$ cat config.mk
export PLATFORM = sky130hd
export DESIGN_NAME = axi_receive_fifo_flat
export DESIGN_NICKNAME = d
export VERILOG_FILES = /design/src/rtl/axi_receive_fifo_if.sv /design/src/rtl/axi_receive_fifo.sv /design/src/flat_wrapper.sv
export SDC_FILE = /design/constraint.sdc
export NUM_CORES = 1
export LEC_CHECK = 0
export ABC_AREA = 0
export BUFFER_PORTS_ARGS = -buffer_cell sky130_fd_sc_hd__buf_2
export CORE_UTILIZATION = 60
export DETAILED_ROUTE_END_ITERATION = 10
export HOLD_SLACK_MARGIN = 0.05
export MAX_ROUTING_LAYER = met4
export PLACE_DENSITY = 0.86
export SYNTH_ARGS = -nofsm -noshare
export SYNTH_HDL_FRONTEND = slang
export SYNTH_SLANG_ARGS = --single-unit
$ cat constraint.sdc
create_clock -name clk -period 4.45 [get_ports clk]
set_clock_uncertainty 0.1 [all_clocks]
set_input_delay 0.445 -clock clk [delete_from_list [all_inputs] [get_ports clk]]
set_output_delay 0.445 -clock clk [all_outputs]
set_load 0.03 [all_outputs]
$ cat src/rtl/axi_receive_fifo_if.sv
// Packet-in / word-out handshake bundle for axi_receive_fifo.
// The master side drives packets and pops words; the slave side is the FIFO.
interface axi_receive_fifo_if #(
  parameter int unsigned BUS_WIDTH  = 16,
  parameter int unsigned DATA_WIDTH = 32,
  parameter int unsigned DEPTH      = 4
);
  localparam int unsigned LVL_W = $clog2(DEPTH) + 1;

  logic [BUS_WIDTH-1:0]  in_packet;
  logic                  in_valid;
  logic                  in_ready;
  logic                  is_addr;
  logic [DATA_WIDTH-1:0] out_data;
  logic                  out_err;
  logic                  out_valid;
  logic                  out_ready;
  logic [LVL_W-1:0]      fill_level;

  modport master (
    output in_packet, in_valid, is_addr, out_ready,
    input  in_ready, out_data, out_err, out_valid, fill_level
  );

  modport slave (
    input  in_packet, in_valid, is_addr, out_ready,
    output in_ready, out_data, out_err, out_valid, fill_level
  );
endinterface

$ cat src/rtl/axi_receive_fifo.sv
// Packet deserializer with optional byte-address to memory-ID conversion,
// feeding a first-word-fall-through output FIFO with ready/valid on both sides.
module axi_receive_fifo #(
  parameter int unsigned BUS_WIDTH   = 16,
  parameter int unsigned DATA_WIDTH  = 32,
  parameter int unsigned DEPTH       = 4,
  parameter int unsigned ADDR_BASE   = 'h100,
  parameter int unsigned STRIDE_LOG2 = 2,
  parameter int unsigned NUM_IDS     = 8
) (
  input  logic clk,
  input  logic rst,
  input  logic flush,
  axi_receive_fifo_if.slave bus
);
  localparam int unsigned PACKETS = (DATA_WIDTH + BUS_WIDTH - 1) / BUS_WIDTH;
  localparam int unsigned CNT_W   = (PACKETS > 1) ? $clog2(PACKETS) : 1;
  localparam int unsigned PTR_W   = $clog2(DEPTH);
  localparam int unsigned LVL_W   = PTR_W + 1;

  localparam logic [CNT_W-1:0]      LAST_BEAT  = CNT_W'(PACKETS - 1);
  localparam logic [LVL_W-1:0]      FULL_LVL   = LVL_W'(DEPTH);
  localparam logic [DATA_WIDTH-1:0] BASE_W     = DATA_WIDTH'(ADDR_BASE);
  localparam logic [DATA_WIDTH:0]   BASE_X     = (DATA_WIDTH + 1)'(ADDR_BASE);
  localparam logic [DATA_WIDTH:0]   LIMIT_X    = (DATA_WIDTH + 1)'(ADDR_BASE + (NUM_IDS << STRIDE_LOG2));
  localparam logic [DATA_WIDTH-1:0] ALIGN_MASK = DATA_WIDTH'((1 << STRIDE_LOG2) - 1);
  localparam logic [DATA_WIDTH-1:0] BAD_ID     = DATA_WIDTH'(NUM_IDS);

  logic [CNT_W-1:0]      beat_cnt;
  logic [PTR_W-1:0]      wr_ptr;
  logic [PTR_W-1:0]      rd_ptr;
  logic [LVL_W-1:0]      count;
  logic [DATA_WIDTH-1:0] mem_data [DEPTH];
  logic                  mem_err  [DEPTH];

  logic                  accept_c;
  logic                  last_c;
  logic                  push_c;
  logic                  pop_c;
  logic [DATA_WIDTH-1:0] word_c;
  logic [DATA_WIDTH:0]   word_x_c;
  logic [DATA_WIDTH-1:0] offset_c;
  logic                  addr_ok_c;
  logic [DATA_WIDTH-1:0] push_data_c;
  logic                  push_err_c;

  // in_ready depends only on registered state, never on out_ready.
  assign bus.in_ready   = (beat_cnt != LAST_BEAT) || (count < FULL_LVL);
  assign accept_c       = bus.in_valid && bus.in_ready;
  assign last_c         = (beat_cnt == LAST_BEAT);
  assign push_c         = accept_c && last_c && !flush;
  assign bus.out_valid  = (count != '0);
  assign pop_c          = bus.out_valid && bus.out_ready && !flush;
  assign bus.fill_level = count;
  assign bus.out_data   = bus.out_valid ? mem_data[rd_ptr] : '0;
  assign bus.out_err    = bus.out_valid && mem_err[rd_ptr];

  // Word assembly: earlier packets sit in the low slots, the live packet on top.
  if (PACKETS == 1) begin : g_single
    assign word_c = DATA_WIDTH'(bus.in_packet);
  end else begin : g_multi
    localparam int unsigned LO_W = (PACKETS - 1) * BUS_WIDTH;
    logic [LO_W-1:0] asm_buf;

    always_ff @(posedge clk or posedge rst) begin
      if (rst) begin
        asm_buf <= '0;
      end else if (flush) begin
        asm_buf <= '0;
      end else if (accept_c && !last_c) begin
        asm_buf[int'(beat_cnt) * BUS_WIDTH +: BUS_WIDTH] <= bus.in_packet;
      end
    end

    assign word_c = DATA_WIDTH'({bus.in_packet, asm_buf});
  end

  // Address decode: in range and stride-aligned yields an ID, anything else NUM_IDS with err.
  always_comb begin
    word_x_c    = {1'b0, word_c};
    offset_c    = word_c - BASE_W;
    addr_ok_c   = (word_x_c >= BASE_X) && (word_x_c < LIMIT_X) && ((word_c & ALIGN_MASK) == '0);
    push_data_c = word_c;
    push_err_c  = 1'b0;
    if (bus.is_addr) begin
      push_data_c = addr_ok_c ? (offset_c >> STRIDE_LOG2) : BAD_ID;
      push_err_c  = !addr_ok_c;
    end
  end

  // Storage carries no reset; visibility is gated by count.
  always_ff @(posedge clk) begin
    if (push_c) begin
      mem_data[wr_ptr] <= push_data_c;
      mem_err[wr_ptr]  <= push_err_c;
    end
  end

  always_ff @(posedge clk or posedge rst) begin
    if (rst) begin
      beat_cnt <= '0;
      wr_ptr   <= '0;
      rd_ptr   <= '0;
      count    <= '0;
    end else if (flush) begin
      beat_cnt <= '0;
      wr_ptr   <= '0;
      rd_ptr   <= '0;
      count    <= '0;
    end else begin
      if (accept_c) begin
        beat_cnt <= last_c ? '0 : beat_cnt + CNT_W'(1);
      end
      if (push_c) begin
        wr_ptr <= wr_ptr + PTR_W'(1);
      end
      if (pop_c) begin
        rd_ptr <= rd_ptr + PTR_W'(1);
      end
      unique case ({push_c, pop_c})
        2'b10:   count <= count + LVL_W'(1);
        2'b01:   count <= count - LVL_W'(1);
        default: count <= count;
      endcase
    end
  end
endmodule
$ cat src/flat_wrapper.sv
// flat-port wrapper written by rule: the top's interface ports become plain ports
module axi_receive_fifo_flat 
#(
  parameter int unsigned BUS_WIDTH   = 16,
  parameter int unsigned DATA_WIDTH  = 32,
  parameter int unsigned DEPTH       = 4,
  parameter int unsigned ADDR_BASE   = 'h100,
  parameter int unsigned STRIDE_LOG2 = 2,
  parameter int unsigned NUM_IDS     = 8
)
  (clk, rst, flush, bus_in_packet, bus_in_valid, bus_is_addr, bus_out_ready, bus_in_ready, bus_out_data, bus_out_err, bus_out_valid, bus_fill_level);
  axi_receive_fifo_if #(.BUS_WIDTH(BUS_WIDTH), .DATA_WIDTH(DATA_WIDTH), .DEPTH(DEPTH)) bus_i ();
  input  logic clk;
  input  logic rst;
  input  logic flush;
  input wire logic [$bits(bus_i.in_packet)-1:0] bus_in_packet;
  input wire logic [$bits(bus_i.in_valid)-1:0] bus_in_valid;
  input wire logic [$bits(bus_i.is_addr)-1:0] bus_is_addr;
  input wire logic [$bits(bus_i.out_ready)-1:0] bus_out_ready;
  output wire logic [$bits(bus_i.in_ready)-1:0] bus_in_ready;
  output wire logic [$bits(bus_i.out_data)-1:0] bus_out_data;
  output wire logic [$bits(bus_i.out_err)-1:0] bus_out_err;
  output wire logic [$bits(bus_i.out_valid)-1:0] bus_out_valid;
  output wire logic [$bits(bus_i.fill_level)-1:0] bus_fill_level;
  assign bus_i.in_packet = bus_in_packet;
  assign bus_i.in_valid = bus_in_valid;
  assign bus_i.is_addr = bus_is_addr;
  assign bus_i.out_ready = bus_out_ready;
  assign bus_in_ready = bus_i.in_ready;
  assign bus_out_data = bus_i.out_data;
  assign bus_out_err = bus_i.out_err;
  assign bus_out_valid = bus_i.out_valid;
  assign bus_fill_level = bus_i.fill_level;
  axi_receive_fifo #(.BUS_WIDTH(BUS_WIDTH), .DATA_WIDTH(DATA_WIDTH), .DEPTH(DEPTH), .ADDR_BASE(ADDR_BASE), .STRIDE_LOG2(STRIDE_LOG2), .NUM_IDS(NUM_IDS)) u_core (.clk(clk), .rst(rst), .flush(flush), .bus(bus_i));
endmodule
Word level (Yosys, flattened, before mapping):

Memories as Yosys holds them, arrays and structs flattened.
Cells that the tools add are included.

* output and inout port bits: 38
* flip-flop bits (word level): 24
* bits of input ports: 22
* logic and storage cells: 60
* RAM bits: 132
* memories: 2

* shift operators: 2
* $add $sub $neg: 7
* mux-type cells: 18
* $lt $le $gt $ge: 3
* eq/ne operators: 2
* bitwise gates (word level): 1
* reduce and logical (&&, ||, !) cells: 20

Memory list
* u_core.mem_data: words 4, bits a word 32, rd ports 1, clocked after memory_dff 0, wr ports 1, line axi_receive_fifo.sv:33 `logic [DATA_WIDTH-1:0] mem_data [DEPTH];`
* u_core.mem_err: words 4, bits a word 1, rd ports 1, clocked after memory_dff 0, wr ports 1, line axi_receive_fifo.sv:34 `logic mem_err [DEPTH];`

Operators with widths (count)
* $mux 32: 2
* $neg 5->34: 1
* $shift 16x34->16 const A: 1
* $shiftx 16x34->16: 1
* $ge 32x9->1 const B: 1
* $logic_not 32->1: 1
* $lt 32x9->1 const B: 1
* $mux 16: 2
* $sub 32x9->32 const B: 1
* $mux 30: 1
* $bwmux 16: 1
* $logic_and 1x1->1: 9
* $mux 2: 4
* $reduce_bool 2->1: 4
* $mux 1: 6
* $pmux 3 s2: 1
* $reduce_bool 3->1: 2
* $add 2x1->2 const B: 2
* $add 3x1->3 const B: 1
* $logic_not 1->1: 3
* $lt 3x3->1 const B: 1
* $mux 3: 1
* $sub 3x1->3 const B: 1
* $eq 2x1->1 const B: 1
* 4 further kinds: 4

Longest topological paths before layout:

Gate-level depths: netlist (run 1).

* depth in word-level cells: 8
* depth in mapped cells: 8
* gate-level depth less buffers: 6

Worst setup path before layout (run 1):

Ideal clock, no wire load.

* path kind: flip-flop to output port
* start point: register u_core.count[0], in the netlist u_core.bus.fill_level[0]
* end point: output port bus_out_data[22]
* required time: 3905 ps
* buffers on the path: 2
* arrival: 1716 ps
* stages on the path, launching flop included: 5
* setup slack: 2189 ps
* cell sequence: dfrtp_1 or3_1 clkbuf_1 clkbuf_1 and2_1

* word-level cells in the longest chain between the ends: 2

Ends and longest elaborated chain
* start, declared: line axi_receive_fifo.sv:32 `logic [LVL_W-1:0] count;`
* start signal, assigned: line axi_receive_fifo.sv:121 `2'b10: count <= count + LVL_W'(1);`
* start signal, assigned: line axi_receive_fifo.sv:122 `2'b01: count <= count - LVL_W'(1);`
* start signal, assigned: line axi_receive_fifo.sv:123 `default: count <= count;`
* $reduce_bool 3->1: line axi_receive_fifo.sv:52 `assign bus.out_valid = (count != '0);`
* net bus_out_valid: line flat_wrapper.sv:23 `output wire logic [$bits(bus_i.out_valid)-1:0] bus_out_valid;`
* $mux 32: line axi_receive_fifo.sv:55 `assign bus.out_data = bus.out_valid ? mem_data[rd_ptr] : '0;`
* end, declared: line flat_wrapper.sv:21 `output wire logic [$bits(bus_i.out_data)-1:0] bus_out_data;`

The timed path passes the listed nets, and every way through them passes these cells.

Worst setup path in the final report (run 1):

* start point: register u_core.rd_ptr[0]
* end point: output port bus_out_data[20]

* word-level cells in the longest chain between the ends: 2

Ends and longest elaborated chain
* start, declared: line axi_receive_fifo.sv:31 `logic [PTR_W-1:0] rd_ptr;`
* start signal, assigned: line axi_receive_fifo.sv:118 `rd_ptr <= rd_ptr + PTR_W'(1);`
* $mem_v2 4x32
* $mux 32: line axi_receive_fifo.sv:55

Every way passes these cells.

==> impl_summary.md, run 1 <==
Synth
The post-synthesis share of cell area spent on and, or, nand and nor gates is 0.101. By instance count, the leading cell after synthesis is edfxtp_1. Of the total synthesized cell area, the portion taken by full adders, half adders and majority gates is 0.0141. After synthesis, the share of cell area in mux cells is 0.111. The post-synth design cell area is 6760 um^2. The number of nets in the synthesized netlist is around 480. The xor and xnor area share after synthesis is 0.00518.

The most used flip-flop cell after synthesis is edfxtp_1. Sorting the synthesized cells by area gives the leading types as edfxtp_1 (59%), mux4_2 (11%), dfrtp_1 (8.9%). The fraction of the mapped netlist area in compound gates is 0.0544. The post-synthesis sequential element count is 156. The area share of the largest cell type after synthesis is 0.586. By area, the combinational part of the netlist is dominated by multiplexers. For this run, asynchronously set or reset flops after synthesis account for 0.154. Sorting the synthesized cells by how often they occur yields edfxtp_1 (132), nand2_1 (45), and2_1 (38).

After synthesis, the mean cell area works out to roughly 15 um^2. The synthesized instance count is about 450. In this run, distinct cell masters in the synthesized netlist total 45. The number of warnings reported in the yosys synthesis log is 0. For this run, the register share of the synthesized area comes to 0.675. The number of enable-type register cells in the synthesized netlist is ~130. edfxtp_1 takes more of the synthesized area than any other cell.

Setup path
The signal on the critical path passes through buf_4 > mux4_2 > and2_1 > buf_2. The data required time of the critical path is 3900 ps. The kind of launch point of the worst setup path is a flip-flop. For the worst setup path, the data arrival time is 2730 ps. The worst setup path is captured at a primary output. The critical path class is reg -> out. The largest single stage delay on the critical path is 860 ps. For flop-to-flop paths, the worst setup slack is 1390 ps.

The cell type of the slowest stage on the worst timing path is dfrtp_2. The maximum fanout along the worst path is 22. The worst register-to-register path has a depth of 6.

Routing
In this run the remaining antenna-violating nets after routing total 0. The average wire per standard cell is 22.4 um. The total wire length is 14700 um. The total number of vias is 4204. Dividing the detail-routed via count by the number of cells gives 6.41. The first routing iteration left 392 violations. The first-pass detailed-route iteration total is 5.

The count of unresolved DRC violations after routing is 0.

Power
The cell-internal power is 2910 uW. Of the total power, registers draw 0.405. The power density normalized to cell area is about 550 nW/um^2. The share of total power dissipated in the clock network is 0.331.

The switching share of total power is 0.318. Summed over all nets, the switching power comes to 1360 uW. The maximum vdd drop is 0.624 mV. The share of total power dissipated in combinational logic is 0.263. The leakage component of the power is 0.00282 uW.

CTS
The number of hold buffers added after CTS is 1. In this run, CTS created clock tree buffers numbering 17. The cell at the root of the clock tree is clkbuf_8. The clock reaches the later pin of the worst-skew pair after 540 ps. The count of cells resized by post-cts repair is 0. Post-CTS timing repair inserted 0 buffers for setup. The CTS sink count is 156. The H-tree was split into 4 levels. The TritonCTS clock tree is built. The clock tree buffer depth is 2. After clock tree synthesis, the clock-pin slew on the worst setup and hold paths is 60 ps.

Status
The run finished with clean final reports.

Timing
The minimum clock period is 3280 ps. At the pin with the least slew margin, the transition time is approximately 1300 ps. For this run, the top clock speed supported by timing is 305 MHz.

The hold violation total from the final report came to 0. The total of endpoints with negative setup slack in the final report is 0. Of the available clock period, the critical path in the final layout requires 0.736. Setup repair after global routing left no endpoint under its margin. The aggregate negative setup slack is 0 ps.

The worst pin sits at a relative slew slack of 0.165. The max-slew violation count was 0.

GRT
The maximum number of pins on one net before global-route repair is 36. In the global route stage, overall resource usage came out at 0.286. The number of antenna violations at the first check in global routing is 0. The number of global-route vias before repair is between 4000 and 5000. The first global-routing pass estimated 22900 um of wire.

The overflow left after global routing is 0.

Die
The number of top-level design ports is 60. The die area is 11700 um^2. The die outline height is 108 um. For this configuration, the core starts out at a cell density of 0.621. The initialized floorplan defines 38 standard-cell rows. The die is roughly 110 um wide. After floorplanning, the core was sized to cover 10900 um^2.

Finish
The area growth from synthesis to layout is 14.4%. The net count of the finished layout is 532. The multi-input combinational cell area is 1930 um^2. Of the cells placed in the final design, the portion with a size suffix greater than 1 is 0.267. The sequential standard cell area is 4570 um^2. Counting the fill cells in the layout gives 679.

The diode insertion count for antenna repair is 0. The final cell utilization of the core is 0.711.

Hold path
The class of the tightest hold or removal check is in -> reg. Along the worst hold path, the cell count comes to 3.

Placement
The routability-driven placement congestion ratio is 0.960. In this run the tool buffered the top-level ports with 59 buffer cells. Detailed placement finished with a half-perimeter wire length of around 8600 um.

Job
The tool flagged a number of max-cap violations equal to 0.
## area by class of cell
| type | count | area share |
|---|---|---|
| flip-flops and latches | 156 | 0.590 |
| multi-input cells | 230 | 0.250 |
| clock buffers | 18 | 0.0540 |
| repair buffers | 66 | 0.0453 |
| well taps | 140 | 0.0226 |
| clock inverters | 14 | 0.0222 |
| inverters | 32 | 0.0155 |
## path summary, 6_finish.rpt
check	startpoint	endpoint
hold / removal	bus_in_packet[0]	u_core.g_multi.asm_buf[0]
setup / recovery	u_core.rd_ptr[0]	bus_out_data[20]
hold reg to reg	u_core.g_multi.asm_buf[1]	u_core.g_multi.asm_buf[1]
setup reg to reg	u_core.g_multi.asm_buf[8]	u_core.mem_data[2][28]
min in group asynchronous	rst	u_core.wr_ptr[0]
max in group asynchronous	rst	u_core.rd_ptr[1]
## power groups by stage
stage	Sequential (uW)	Clock (uW)	Combinational (uW)
5_1_grt	1750	1480	1200
6_report	1730	1410	1120
2_1_floorplan	1700	0	890
3_3_place_gp	1760	0	1110
4_1_cts	1730	1430	1130
3_5_place_dp	1760	0	1120
## state kept, by name, summed over array words and instances (netlist names)
register                flops
u_core.bus.fill_level       3
u_core.mem_data           128
u_core.rd_ptr               2
u_core.mem_err              4
u_core.beat_cnt             1
u_core.wr_ptr               2
u_core.g_multi.asm_buf     16
## layer usage
| layer | vias up | wire [um] | share of wire | track usage |
|---|---|---|---|---|
| li1 | 1787 | - | - | - |
| met1 | 2070 | 5330 | 0.36 | 0.334 |
| met2 | 285 | 7480 | 0.51 | 0.455 |
| met3 | 62 | 1330 | 0.091 | 0.0772 |
| met4 | 0 | 533 | 0.036 | 0.154 |
| met5 | - | 0 | 0 | - |
## metrics by stage
step / setup WS (ps) / cell area (um^2) / instances / total power (uW) / hold WS, ps
4_1_cts: 1080 / 7740 / 656 / 4290 / 56.7
2_1_floorplan: 2190 / 6760 / 448 / 2590 / 360
5_1_grt: 965 / 7740 / 656 / 4430 / 77.2
6_report: 1170 / 7740 / 656 / 4270 / 75.3
3_5_place_dp: 1470 / 7140 / 623 / 2890 / 427
3_3_place_gp: 1520 / 7140 / 623 / 2870 / 417
## worst max-delay path: cells and delay by family, from the launching register on
| kind | cells | cell delay (ps) |
|---|---|---|
| DFF | 1 | 860 |
| buffers and inverters | 2 | 590 |
| and+or+nand+nor | 1 | 170 |
| muxes | 1 | 560 |
## layout by cell type (no fill, tap or decap), types with 3 or more instances in the layout
master	instances
nor4_1	5
buf_2	59
nand2b_1	3
ha_1	6
mux4_2	33
nand2_1	45
edfxtp_1	132
clkinv_4	5
nor2b_1	3
dfrtp_1	22
o22ai_1	25
nor3_1	7
a21oi_1	17
inv_1	32
o22ai_2	4
and2_1	38
buf_4	6
bufinv_16	3
nor2_1	9
clkbuf_16	16
## logic make-up (layout without fill, tap and decap cells)
| family | Yosys count | after routing |
|---|---|---|
| flops | 156 | 156 |
| simple gates | 128 | 128 |
| buf+inv | 62 | 130 |
| compound gates | 57 | 57 |
| mux | 34 | 34 |
| fa+ha+maj | 7 | 7 |
| xor+xnor | 4 | 4 |
Power figures use the tool's default switching activity.
==> inputs of run 2 (changes only) <==
- ABC_AREA: 0 -> 1
- CORE_UTILIZATION: 60 -> 59
- PLACE_DENSITY: 0.86 -> 0.85
- clock period: 4.45 -> 3.1 ns (I/O delays scaled with it)
==> run 2 against run 1 <==
Compared with the run above:
- via count increased by 18%
- routed wire length increased by 8.4%
- sequential share of layout area decreased by 0.67 points
- die area increased by 2.6%
- synthesized cell count increased by 46%
- total power increased by 47%
- flip-flop and latch count unchanged
- non-clock buffer count increased by 5
- critical path type unchanged
==> impl_summary.md, run 2 <==
CTS
The count of cells resized by post-cts repair came to 0 (unchanged). The CTS sink count was 156 (unchanged). The number of hold buffers added after CTS came to 2 (+1).

The number of buffers inserted during clock tree synthesis is 17 (unchanged). The CTS H-tree depth is 4 (unchanged). The clock latency at the later pin of the worst-skew pair is 410 ps (-130 ps). The cell at the root of the clock tree is clkbuf_16. The number of post-CTS setup repair buffers was 0 (unchanged). The clock-pin slew of the registers on the worst-case setup and hold paths is 60 ps (about the same). TritonCTS built the clock tree. The clock tree buffer depth is 2 (unchanged).

Setup path
The arrival time at the worst endpoint is 2430 ps (-300 ps). The largest stage delay on the critical path was 980 ps (+120 ps). The data required time of the critical path is 2690 ps (-1210 ps). STA classifies the critical path endpoint as a primary output. The worst setup path is launched from a flip-flop. The maximum fanout along the worst path is 33 (+50%). Walking the worst path, the cells encountered are inv_1 > nor2_1 > o21ai_0 > a21oi_1 > buf_2. The number of buffer and inverter stages on the critical path is 2 (unchanged).

The slowest stage of the critical path belongs to the cell inv_1. The critical path is of the reg -> out type. The kind of cell with the highest combined delay along the critical path is buffers and inverters.

Synth
The post-synth design cell area is 6820 um^2 (+0.91%). The synthesized instance count came to 652 (+46%). The dominant cell type by area after synthesis is edfxtp_1. The commonest cells after synthesis are nor2_1 (164), edfxtp_1 (132), nand2_1 (73). The number of warnings reported in the yosys synthesis log is 0 (unchanged).

The area share of the largest cell type after synthesis came to 0.581 (-0.00527). The mean cell area of the mapped netlist is 10.5 um^2 (-31%). By area the synthesized netlist is led by edfxtp_1 (58%), nor2_1 (9.0%), dfrtp_1 (8.8%). Among all flip-flop cells after synthesis, the most frequent one is edfxtp_1. The post-synthesis sequential area ratio was 0.669 (-0.00607). The count of distinct cell types in the synthesized netlist is 28 (-38%). The total nets after synthesis is 681 (+43%). The post-synthesis sequential element count is 156 (unchanged).

By instance count, the leading cell after synthesis is nor2_1. The number of enable-type register cells in the synthesized netlist is 132 (unchanged). The async set or reset register ratio after synthesis is 0.154 (unchanged).

Finish
The multi-input combinational cell area is 1930 um^2 (-0.26%). The sequential standard cell area is 4570 um^2 (about the same). The share of layout cells above drive strength 1 came to 0.172 (-0.0957). The flip-flop count of the largest register after layout is 128 (unchanged). Relative to the synthesized area, the layout overhead comes to 14.7%. The diode insertion count for antenna repair is 0 (unchanged).

The library cell used most frequently in the layout, excluding fill and tap cells, is nor2_1. The largest registers in the layout are u_core.mem_data x128, u_core.g_multi.asm_buf x16, u_core.mem_err x4. The library cells used most frequently in the layout, excluding fill and tap cells, are nor2_1 (160), edfxtp_1 (132), nand2_1 (73). Counting flops per register, the top entry is u_core.mem_data. The net count reported at finish is 738 (+39%). The filler cell count in the final layout is 751 (+11%).

Timing
The worst hold-check slack is 97.6 ps (+22.3 ps). The total of endpoints with negative setup slack in the final report was 0 (unchanged). The actual slew at the worst max-slew pin is 1370 ps (+114 ps). Subtracting the final worst setup slack from the clock period gives 2840 ps. The max-slew violation count came to 0 (unchanged).

Setup repair after global routing left no endpoint under its margin. The fmax is 352 MHz. The hold violation total from the final report is 0 (unchanged). The worst-case headroom to the max-slew limit is 0.0881 (-0.0769).

The aggregate negative setup slack came to 0 ps (unchanged). In the finished design, the share of the clock period the worst path needs comes to 0.917.

GRT
The wire length of the first global-routing pass is 24600 um (+7.5%). The number of antenna violations at the first check in global routing is 0 (unchanged). The number of global-route vias before repair came to 4738 (+9.2%). The maximum number of pins on one net before global-route repair is 46 (+28%).

The overflow left after global routing was 0 (unchanged). The total global-route track usage was 0.293 (+0.00723).

Power
The share of total power in combinational logic is 0.304 (+0.041). The maximum vdd drop is 0.482 mV (-23%). The sequential group share of total power is 0.387 (-0.018).

The switching share of total power is 0.369 (+0.0509). The clock network power share came to 0.309 (-0.022). The cell-internal power was 3950 uW (+36%). The switching power summed over all nets came to 2310 uW (+70%). The power density normalized to cell area is 800 nW/um^2 (+45%). The leakage component of the power is 0.00320 uW (+13%).

Routing
The via-per-instance ratio is 5.76 (-10%). The total wire length came to 15900 um (+8.4%). The average wire per standard cell came to 18.5 um (-18%). The count of unresolved DRC violations after routing is 0 (unchanged). The total number of vias is 4963 (+18%). The first-pass detailed-route iteration total is 5 (unchanged). The iteration-0 DRC count of the detailed router came to 632 (+61%).

The post-route antenna net violation count is 0 (unchanged).

Die
The number of top-level design ports is 60 (unchanged). The die extent in x is 110 um (+1.3%). The die area is 12000 um^2 (+2.6%). The initial cell density of the core was 0.619 (-0.00247). The core area is 11000 um^2 (+1.3%). The count of standard-cell rows is 38 (unchanged). The die outline height was 110 um (+1.3%).

Placement
The number of buffer cells added on primary ports is 59 (unchanged). The detailed placer's ending HPWL was 9880 um (+15%). The routability-driven placement congestion ratio is 0.984 (+2.6%).

Status
The flow ran to the end, and the final reports show no timing, DRC or antenna violations.

Job
The number of violations of the max-capacitance limit is 0 (unchanged).

Hold path
The worst hold path belongs to the class in -> reg.
-- run 2: cell count changes after synthesis, sizes merged, moves of 21 or more --
| cell | previous run | this run |
|---|---|---|
| nor2 | 9 | 166 |
| o21ai | 3 | 72 |
| and2 | 39 | 0 |
| nand2 | 45 | 83 |
| mux4 | 33 | 0 |
| inv | 32 | 53 |
-- run 2: worst paths after layout --
check | end | cells past startpoint | slack (ps) | from
max | bus_out_data[30] | 5 | 260 | u_core.rd_ptr[1]
min | u_core.g_multi.asm_buf[11] | 3 | 100 | bus_in_packet[11]
max reg2reg | u_core.mem_data[2][24] | 7 | 740 | u_core.g_multi.asm_buf[10]
min reg2reg | u_core.g_multi.asm_buf[13] | 2 | 460 | u_core.g_multi.asm_buf[13]
max in group asynchronous | u_core.rd_ptr[0] | 3 | 1680 | rst
min in group asynchronous | u_core.g_multi.asm_buf[1] | 3 | 570 | rst
-- run 2: layer usage --
layer | track usage | part of all wire
met5 | - | 0
met2 | 0.460 | 0.51
met1 | 0.380 | 0.40
met3 | 0.0510 | 0.066
met4 | 0.129 | 0.025
-- run 2: through the flow --
step	power (uW)	worst slack [ps]	cell area, um^2	utilization	instances
global placement	4320	779	7250	0.657	828
floorplan	3780	241	6820	-	652
CTS	6270	248	7820	0.709	862
finish	6260	257	7820	0.709	862
detailed placement	4360	712	7250	0.657	828
global route	6520	166	7820	0.709	862
-- run 2: power groups by stage --
stage / logic (uW) / registers, uW / clock network (uW)
detailed placement: 1890 / 2460 / 0
CTS: 1910 / 2420 / 1940
global placement: 1870 / 2460 / 0
global route: 2060 / 2430 / 2030
finish: 1900 / 2420 / 1930
floorplan: 1330 / 2450 / 0
-- run 2: layout make-up --
cell class | instances | share of cell area
Clock buffer | 18 | 0.0549
Timing Repair Buffer | 71 | 0.0515
Inverter | 53 | 0.0254
Multi-Input combinational cell | 410 | 0.247
Sequential cell | 156 | 0.584
Tap cell | 140 | 0.0224
Clock inverter | 14 | 0.0155
-- run 2: worst min-delay path, stage by stage --
cell and delay, ps:
buf_2 130, inv_1 50, o22ai_1 80
-- run 2: cell families after synthesis --
kind of cell | after synthesis | synth area share
XOR/XNOR | 3 | 0.00385
adder cells (fa/ha/maj) | 7 | 0.0139
AND/OR/NAND/NOR | 274 | 0.166
buffers and inverters | 86 | 0.0497
AO/OA/AOI/OAI | 126 | 0.0976
flip-flops | 156 | 0.669
